===== src/rtl/roi_crop_axis.sv =====
// roi_crop_axis: crops a rectangular region of interest out of an AXI4-Stream
// video frame (tuser = start of frame, tlast = end of line). One output
// register stage; ROI corners are latched on each accepted start-of-frame beat.
module roi_crop_axis #(
  parameter int unsigned MAX_W   = 1920,
  parameter int unsigned MAX_H   = 1080,
  parameter int unsigned CH      = 3,
  parameter int unsigned CH_BITS = 8,
  parameter int unsigned CW      = $clog2((MAX_W > MAX_H) ? MAX_W : MAX_H)
) (
  input  logic                  clk_i,
  input  logic                  arst_i,
  input  logic [CH*CH_BITS-1:0] s_tdata_i,
  input  logic                  s_tvalid_i,
  output logic                  s_tready_o,
  input  logic                  s_tuser_i,
  input  logic                  s_tlast_i,
  input  logic [CW-1:0]         roi_x0_i,
  input  logic [CW-1:0]         roi_y0_i,
  input  logic [CW-1:0]         roi_x1_i,
  input  logic [CW-1:0]         roi_y1_i,
  output logic [CH*CH_BITS-1:0] m_tdata_o,
  output logic                  m_tvalid_o,
  input  logic                  m_tready_i,
  output logic                  m_tuser_o,
  output logic                  m_tlast_o,
  output logic                  frame_done_o,
  output logic                  cfg_err_o,
  output logic                  sync_err_o
);

  localparam int unsigned DW = CH * CH_BITS;

  localparam logic [1:0] S_WAIT_SOF = 2'd0;
  localparam logic [1:0] S_ACTIVE   = 2'd1;
  localparam logic [1:0] S_SKIP     = 2'd2;

  // Limits widened by one bit so MAX_W/MAX_H stay representable.
  localparam logic [CW:0]   MAX_W_C = (CW+1)'(MAX_W);
  localparam logic [CW:0]   MAX_H_C = (CW+1)'(MAX_H);
  localparam logic [CW-1:0] X_LAST  = CW'(MAX_W - 1);
  localparam logic [CW-1:0] Y_SAT   = '1;

  logic [1:0]    r_state;
  logic [1:0]    w_state_nxt;
  logic [CW-1:0] r_x, r_y;
  logic          r_ovf;
  logic [CW-1:0] r_xl, r_xh, r_yl, r_yh;

  logic          r_m_tvalid;
  logic [DW-1:0] r_m_tdata;
  logic          r_m_tuser;
  logic          r_m_tlast;
  logic          r_m_eof;
  logic          r_frame_done;
  logic          r_cfg_err;
  logic          r_sync_err;

  logic          w_s_tready;
  logic          w_acc;
  logic          w_sof;
  logic [CW-1:0] w_in_xl, w_in_xh, w_in_yl, w_in_yh;
  logic          w_in_ok;
  logic [CW-1:0] w_xl, w_xh, w_yl, w_yh;
  logic [CW-1:0] w_x, w_y;
  logic          w_ovf;
  logic [1:0]    w_beat_state;
  logic          w_in_roi;
  logic          w_fwd;
  logic          w_last_px;
  logic          w_line_over;

  // Input handshake: the output slot is free or being drained this cycle.
  assign w_s_tready = !r_m_tvalid || m_tready_i;
  assign w_acc      = s_tvalid_i && w_s_tready;
  assign w_sof      = w_acc && s_tuser_i;

  // Normalised corners taken straight from the ports (used on the SOF beat).
  assign w_in_xl = (roi_x0_i <= roi_x1_i) ? roi_x0_i : roi_x1_i;
  assign w_in_xh = (roi_x0_i <= roi_x1_i) ? roi_x1_i : roi_x0_i;
  assign w_in_yl = (roi_y0_i <= roi_y1_i) ? roi_y0_i : roi_y1_i;
  assign w_in_yh = (roi_y0_i <= roi_y1_i) ? roi_y1_i : roi_y0_i;
  assign w_in_ok = ({1'b0, w_in_xh} < MAX_W_C) && ({1'b0, w_in_yh} < MAX_H_C);

  // Coordinates and ROI that apply to the beat currently on the input.
  assign w_xl  = w_sof ? w_in_xl : r_xl;
  assign w_xh  = w_sof ? w_in_xh : r_xh;
  assign w_yl  = w_sof ? w_in_yl : r_yl;
  assign w_yh  = w_sof ? w_in_yh : r_yh;
  assign w_x   = w_sof ? '0 : r_x;
  assign w_y   = w_sof ? '0 : r_y;
  assign w_ovf = w_sof ? 1'b0 : r_ovf;

  // State that governs the current beat; an SOF beat already belongs to the new frame.
  always_comb begin
    w_beat_state = r_state;
    if (w_sof) begin
      w_beat_state = w_in_ok ? S_ACTIVE : S_SKIP;
    end else if (r_state != S_ACTIVE && r_state != S_SKIP) begin
      w_beat_state = S_WAIT_SOF;
    end
  end

  assign w_in_roi    = (w_x >= w_xl) && (w_x <= w_xh) && (w_y >= w_yl) && (w_y <= w_yh);
  assign w_fwd       = w_acc && (w_beat_state == S_ACTIVE) && !w_ovf && w_in_roi;
  assign w_last_px   = (w_x == w_xh) && (w_y == w_yh);
  assign w_line_over = w_acc && !s_tlast_i && (w_x == X_LAST);

  // State register.
  always_ff @(posedge clk_i or posedge arst_i) begin
    if (arst_i) r_state <= S_WAIT_SOF;
    else        r_state <= w_state_nxt;
  end

  // Next state: follow the beat's state, return to WAIT_SOF after the last ROI pixel.
  always_comb begin
    w_state_nxt = r_state;
    if (w_acc) begin
      w_state_nxt = w_beat_state;
      if (w_fwd && w_last_px) w_state_nxt = S_WAIT_SOF;
    end
  end

  // Pixel position counters; x saturates on an over-long line until EOL.
  always_ff @(posedge clk_i or posedge arst_i) begin
    if (arst_i) begin
      r_x   <= '0;
      r_y   <= '0;
      r_ovf <= 1'b0;
    end else if (w_acc) begin
      if (s_tlast_i) begin
        r_x   <= '0;
        r_y   <= (w_y == Y_SAT) ? w_y : w_y + CW'(1);
        r_ovf <= 1'b0;
      end else if (w_x == X_LAST) begin
        r_x   <= X_LAST;
        r_y   <= w_y;
        r_ovf <= 1'b1;
      end else begin
        r_x   <= w_x + CW'(1);
        r_y   <= w_y;
        r_ovf <= w_ovf;
      end
    end
  end

  // ROI corners are captured only on an accepted SOF beat.
  always_ff @(posedge clk_i or posedge arst_i) begin
    if (arst_i) begin
      r_xl <= '0;
      r_xh <= '0;
      r_yl <= '0;
      r_yh <= '0;
    end else if (w_sof) begin
      r_xl <= w_in_xl;
      r_xh <= w_in_xh;
      r_yl <= w_in_yl;
      r_yh <= w_in_yh;
    end
  end

  // Output register stage; contents only change when a new beat is loaded.
  always_ff @(posedge clk_i or posedge arst_i) begin
    if (arst_i) begin
      r_m_tvalid <= 1'b0;
      r_m_tdata  <= '0;
      r_m_tuser  <= 1'b0;
      r_m_tlast  <= 1'b0;
      r_m_eof    <= 1'b0;
    end else if (w_fwd) begin
      r_m_tvalid <= 1'b1;
      r_m_tdata  <= s_tdata_i;
      r_m_tuser  <= (w_x == w_xl) && (w_y == w_yl);
      r_m_tlast  <= (w_x == w_xh);
      r_m_eof    <= w_last_px;
    end else if (m_tready_i) begin
      r_m_tvalid <= 1'b0;
    end
  end

  // Frame-done pulse and sticky error flags.
  always_ff @(posedge clk_i or posedge arst_i) begin
    if (arst_i) begin
      r_frame_done <= 1'b0;
      r_cfg_err    <= 1'b0;
      r_sync_err   <= 1'b0;
    end else begin
      r_frame_done <= r_m_tvalid && m_tready_i && r_m_eof;
      r_cfg_err    <= r_cfg_err | (w_sof && !w_in_ok);
      r_sync_err   <= r_sync_err
                    | (w_sof && (r_state == S_ACTIVE))
                    | (w_line_over && (w_beat_state != S_WAIT_SOF));
    end
  end

  assign s_tready_o   = w_s_tready;
  assign m_tvalid_o   = r_m_tvalid;
  assign m_tdata_o    = r_m_tdata;
  assign m_tuser_o    = r_m_tuser;
  assign m_tlast_o    = r_m_tlast;
  assign frame_done_o = r_frame_done;
  assign cfg_err_o    = r_cfg_err;
  assign sync_err_o   = r_sync_err;

endmodule


===== config.mk =====
export PLATFORM = sky130hd
export DESIGN_NAME = roi_crop_axis
export DESIGN_NICKNAME = d
export VERILOG_FILES = /design/src/rtl/roi_crop_axis.sv
export SDC_FILE = /design/constraint.sdc
export NUM_CORES = 1
export LEC_CHECK = 0
export BUFFER_PORTS_ARGS = -buffer_cell sky130_fd_sc_hd__buf_2
export CORE_MARGIN = 4
export CORE_UTILIZATION = 52
export DETAILED_ROUTE_END_ITERATION = 10
export GPL_ROUTABILITY_DRIVEN = 0
export PLACE_DENSITY = 0.77
export SETUP_SLACK_MARGIN = 0.5
export SYNTH_ARGS = -nofsm -noshare
export SYNTH_HDL_FRONTEND = slang
export SYNTH_SLANG_ARGS = --single-unit
export TNS_END_PERCENT = 100

===== constraint.sdc =====
create_clock -name clk_i -period 3.5 [get_ports clk_i]
set_clock_uncertainty 0.1 [all_clocks]
set_input_delay 0 -clock clk_i [delete_from_list [all_inputs] [get_ports clk_i]]
set_output_delay 0 -clock clk_i [all_outputs]
set_load 0.02 [all_outputs]

* After elaboration in Yosys (flattened, before gate mapping)
Cells that the tools add are included.
Word-level totals: flip-flop bits (word level) 100, bits in latches 0, memory bits (writable) 0, memory bits (read-only) 0, bits of input ports 74, output and inout port bits 31, memories 0
Cells by class: add/subtract/negate cells 2, $mul 0, divide/modulo/power cells 0, $lt $le $gt $ge 8, equal/unequal tests 10, shift-type cells 0, mux-type cells 23, bitwise operators 3, reductions and logical operators 27
Operator list (number):
- $mux 11 | 14
- $eq 11x11->1 | 4
- $le 11x11->1 | 4
- $add 11x1->11 const B | 2
- $eq 11x11->1 const B | 2
- $ge 11x11->1 | 2
- $lt 11x11->1 const B | 2
- $logic_and 1x1->1 | 20
- $mux 2 | 4
- $mux 1 | 5
- $eq 2x1->1 const B | 2
- $logic_not 1->1 | 4
- $reduce_bool 2->1 | 2
- $or 1x1->1 | 3
- $ne 2x1->1 const B | 1
- $ne 2x2->1 const B | 1
- $logic_or 1x1->1 | 1

* Longest topological paths before layout
depth in word-level cells 12, gate-level depth with buffers 19

* Worst setup path after synthesis
No wires, ideal clock.
kind in2reg, start input roi_y1_i[8], end register r_m_tdata[18] (netlist: m_tdata_o[18]), arrival 4.063 ns, data required time 3.273 ns, setup slack -0.791 ns, stages on the path 17, path buffers 2, cell sequence inv_1 ha_1 nand4_1 a211oi_1 a2111oi_2 nor2_1 clkbuf_1 mux2i_1 o21a_1 ha_1 a2111oi_0 o21ai_0 a221oi_1 o21ai_0 a2111oi_4 buf_6 mux2_1
On the way: longest elaborated chain between the ends 10, elaborated cells on any way between the ends 17, those cells by class order compare (4); eq/ne (1); mux (6); reduce/logical (6)
RTL lines:
- start, declared | line 21 | input logic [CW-1:0] roi_y1_i,
- $le 11x11->1 | line 81, 82
- $mux 11 | line 82 | assign w_in_yh = (roi_y0_i <= roi_y1_i) ? roi_y1_i : roi_y0_i;
- $lt 11x11->1 | line 83 | assign w_in_ok = ({1'b0, w_in_xh} < MAX_W_C) && ({1'b0, w_in_yh} < MAX_H_C);
- $logic_and 1x1->1 | line 83
- $mux 2 | line 98 | w_beat_state = w_in_ok ? S_ACTIVE : S_SKIP;
- $mux 2 | line 97 | if (w_sof) begin
- $eq 2x1->1 | line 105 | assign w_fwd = w_acc && (w_beat_state == S_ACTIVE) && !w_ovf && w_in_roi;
- $logic_and 1x1->1 (2 in series) | line 105
- $logic_and 1x1->1 * | line 105
- end signal, assigned | line 172 | r_m_tdata <= s_tdata_i;
- end, declared | line 51 | logic [DW-1:0] r_m_tdata;
Mark *: on every way between the ends. The rest lies on a longest branch, timed or not. A chain may end at the register's enable or synchronous reset.

* Worst setup path in the final report
start input roi_x1_i[5], end register r_m_tdata[23] (netlist: m_tdata_o[23])
On the way: longest elaborated chain between the ends 10, elaborated cells on any way between the ends 18, those cells by class order compare (4); eq/ne (1); mux (6); reduce/logical (7)
RTL lines:
- start, declared | line 20 | input logic [CW-1:0] roi_x1_i,
- $le 11x11->1 | line 79, 80
- $mux 11 | line 80 | assign w_in_xh = (roi_x0_i <= roi_x1_i) ? roi_x1_i : roi_x0_i;
- $lt 11x11->1 | line 83
- $logic_and 1x1->1 | line 83
- $mux 2 | line 98
- $mux 2 | line 97
- $eq 2x1->1 | line 105
- $logic_and 1x1->1 (2 in series) | line 105
- $logic_and 1x1->1 * | line 105
Marked as above.

==> metrics.md <==
| Metric | Value |
|---|---|
| Library cells used by synthesis | 52 |
| Gr usage total | 0.300 |
| Vias in the first global route | 7029 |
| Type of origin of the critical path | input port |
| DRC Markers | 0 |
| Worst-margin pin slew | 0.887 ns |
| Root Buffer | clkbuf_16 |
| Int Power | 2.35 mW |
| Reg2Reg Depth | 15 |
| DR vias | 6678 |
| P&R area growth vs syn | 51.9% |
| Std-Cell Core Area | 12200 um^2 |
| Setup_tns | -10.47 ns |
| Row Count | 40 |
| Clock latency on the worst-skew pair | 0.36 ns |
| Critical R2R Launch | m_tvalid_o |
| Synthesized area | 6560 um^2 |
| DR WL/cell | 19.9 um |
| Status | complete, but fails checks |
| Initial cell density of the core | 0.540 |
| Core Util, Final | 0.820 |
| Most common library cells after synthesis | dfrtp_1, nand2_1, inv_1, ha_1, mux2i_1 |
| First-pass GRT wire length | 34800 um |
| Sw Pwr | 1.11 mW |
| Via density | 5.87 |
| Mean Syn Cell Area | 9.32 um^2 |
| Ys flop type | dfrtp_1 |
| RSZ-0062 raised after global routing | yes |
| Grt ovf | 0 |
| Die area | 14500 um^2 |
| Setup WS post-layout | -0.427 ns |
| Leakage | 4.96 nW |
| Synth Net Count | 846 |
| I/O pins | 105 |
| Synth top area share | 0.381 |
| Pin count of the biggest net entering global routing | 75 |
| CP required | 3.64 ns |
| Hold path depth | 4 |
| Clock Path Buffers | 2 |
| Max Transition Viols Final | 0 |
| Net Sw Frac | 0.321 |
| Kind of critical path | input port to register |
| Violations in the final reports | negative setup slack |
| Nets | 1106 |
| Clk slew on worst S/H paths | 0.07 ns |
| I/O Buffers | 104 |
| Hold Path Class | input port to register |
| Setup violators final | 28 |
| ANT nets after route | 0 |
| Hold Startpoint | roi_x1_i[10] |
| DP HPWL | 13400 um |
| Slew HR | 0.409 |
| DR pass1 iterations | 5 |
| Async set or reset register ratio after synthesis | 1.00 |
| Comb pwr share | 0.345 |
| Clock share of power | 0.275 |
| Tcrit/Tclk final | 1.12 |
| Die Wd | 120 um |
| CTS sink count | 100 |
| Yosys top cell by area | dfrtp_1 |
| Maximum clock rate | 0.255 GHz |
| Routed WL | 22600 um |
| Setup crit end kind | register |
| Share of layout cells above drive strength 1 | 0.405 |
| Initial drt markers | 542 |
| Num CTS Buffers | 9 |
| Post-synthesis sequential area ratio | 0.381 |
| Worst Hold Path EP | r_xh[10] |
| Cells after synthesis | 704 |
| Post-synthesis register bit count | 100 |
| TritonCTS clock tree | built |
| R2R setup slack | -0.41 ns |
| R2r endpoint | m_tdata_o[23] |
| Worst-path maximum fanout | 7 |
| Min cycle time layout | 3.93 ns |
| FILL cells | 656 |
| Seq pwr share | 0.380 |
| Most numerous cell in the Yosys netlist | dfrtp_1 |
| CP arrival | 4.07 ns |
| PwrDens | 347 nW/um^2 |
| Hold Violations, Final | 0 |
| Post-synth EDFFs | 0 |
| Max Cap Viol | 0 |
| Die extent in y | 120 um |
| Place WS | -0.598 ns |
| Max IR drop VDD | 0.000266 V |
| Placed cell areas | 8210 um^2 |
| H-tree Lvls | 3 |
| Most area-consuming cells after synthesis | dfrtp_1, ha_1, mux2i_1 |
| Worst hold slack | 0.0275 ns |
| Post-route design area | 9970 um^2 |
| YS warnings | 0 |
| Initial antenna violation count | 0 |
| # diodes | 0 |
==> repair_timing <==
item	in CTS	in global routing
cloned	4	3
setup endpoints to repair	35	49
resized for setup	116	41
hold buffers	27	0
buffers inserted	29	15
pin swaps	52	11
hold endpoints to repair	102	0
==> layer usage <==
layer	part of all wire	vias up	GRT usage
met5	0	-	0
met3	0.074	111	0.0589
li1	-	2995	-
met2	0.50	390	0.547
met1	0.38	3182	0.356
met4	0.047	0	0.0942
==> per-stage QoR <==
stage	power, mW	cells
6_report	3.46	1137
5_1_grt	3.62	1137
4_1_cts	3.34	1119
3_5_place_dp	2.21	1043
3_3_place_gp	2.15	1043
2_1_floorplan	1.88	704
==> cells in the final DEF, fill, tap and decap left out, types with 7 or more instances in the layout <==
master,count
o21ai_0,28
buf_4,121
a21oi_2,7
buf_6,23
buf_2,86
dfrtp_1,100
mux2_4,24
inv_1,68
clkbuf_16,11
o21a_1,39
and2_1,13
nand2_1,80
buf_12,7
a21oi_1,18
mux2i_1,44
nand3_1,7
ha_4,27
a31oi_1,7
nand4_1,19
dlygate4sd3_1,27
o21ai_1,9
nor2_1,17
ha_1,40
==> critical path, cell delays in order <==
cell and delay (ns):
buf_2 0.11, inv_2 0.07, ha_4 0.20, nand4_1 0.12, buf_4 0.14, a211oi_2 0.03, a311oi_2 0.38, nor2_4 0.08
buf_12 0.15, buf_4 0.14, buf_6 0.11, mux2i_2 0.15, o21a_1 0.25, ha_4 0.30, nand3_4 0.08, nor4_4 0.28
nor4_2 0.08, a21oi_1 0.23, nand2_2 0.14, a2111oi_4 0.24, buf_4 0.22, buf_6 0.11, buf_8 0.12, mux2_4 0.30
==> cells by family after synthesis <==
| family | after synthesis | synth area share |
|---|---|---|
| compound gates | 151 | 0.153 |
| xor+xnor | 6 | 0.00801 |
| buf+inv | 111 | 0.0662 |
| flops | 100 | 0.381 |
| mux | 72 | 0.115 |
| fa+ha+maj | 68 | 0.130 |
| simple gates | 196 | 0.148 |
==> how the worst max path moves through the flow <==
stage | from | cells past startpoint | end
after floorplan | roi_y1_i[9] | 17 | m_tdata_o[18]
after global placement | roi_y1_i[9] | 19 | m_tdata_o[16]
after detailed placement | roi_y1_i[9] | 19 | m_tdata_o[8]
after CTS | roi_x0_i[8] | 22 | m_tdata_o[21]
after global routing | roi_x1_i[5] | 24 | m_tdata_o[2]
final | roi_x1_i[5] | 24 | m_tdata_o[23]
==> sequential cells by signal (all words and copies together), names as in the netlist <==
name and count:
frame_done_o 1, r_y 11, r_xl 11, r_ovf 1
r_yl 11, cfg_err_o 1, r_m_eof 1, m_tdata_o 24
sync_err_o 1, r_xh 11, r_state 2, r_yh 11
m_tvalid_o 1, r_x 11, m_tlast_o 1, m_tuser_o 1
==> power groups by stage <==
stage	registers [mW]	logic, mW	clock network [mW]
6_report	1.31	1.19	0.952
5_1_grt	1.32	1.29	1.01
4_1_cts	1.31	1.07	0.957
3_5_place_dp	1.33	0.881	0
3_3_place_gp	1.32	0.834	0
2_1_floorplan	1.33	0.548	0
==> final cells by class <==
type | instances | area [um^2] | share of cell area
flip-flops and latches | 100 | 2500 | 0.251
repair buffers | 276 | 2240 | 0.225
multi-input cells | 493 | 4370 | 0.438
clock buffers | 11 | 243 | 0.0244
well taps | 168 | 210 | 0.0211
inverters | 84 | 365 | 0.0367
clock inverters | 5 | 37.5 | 0.00377
No activity file was read; power rests on OpenSTA's default activity.
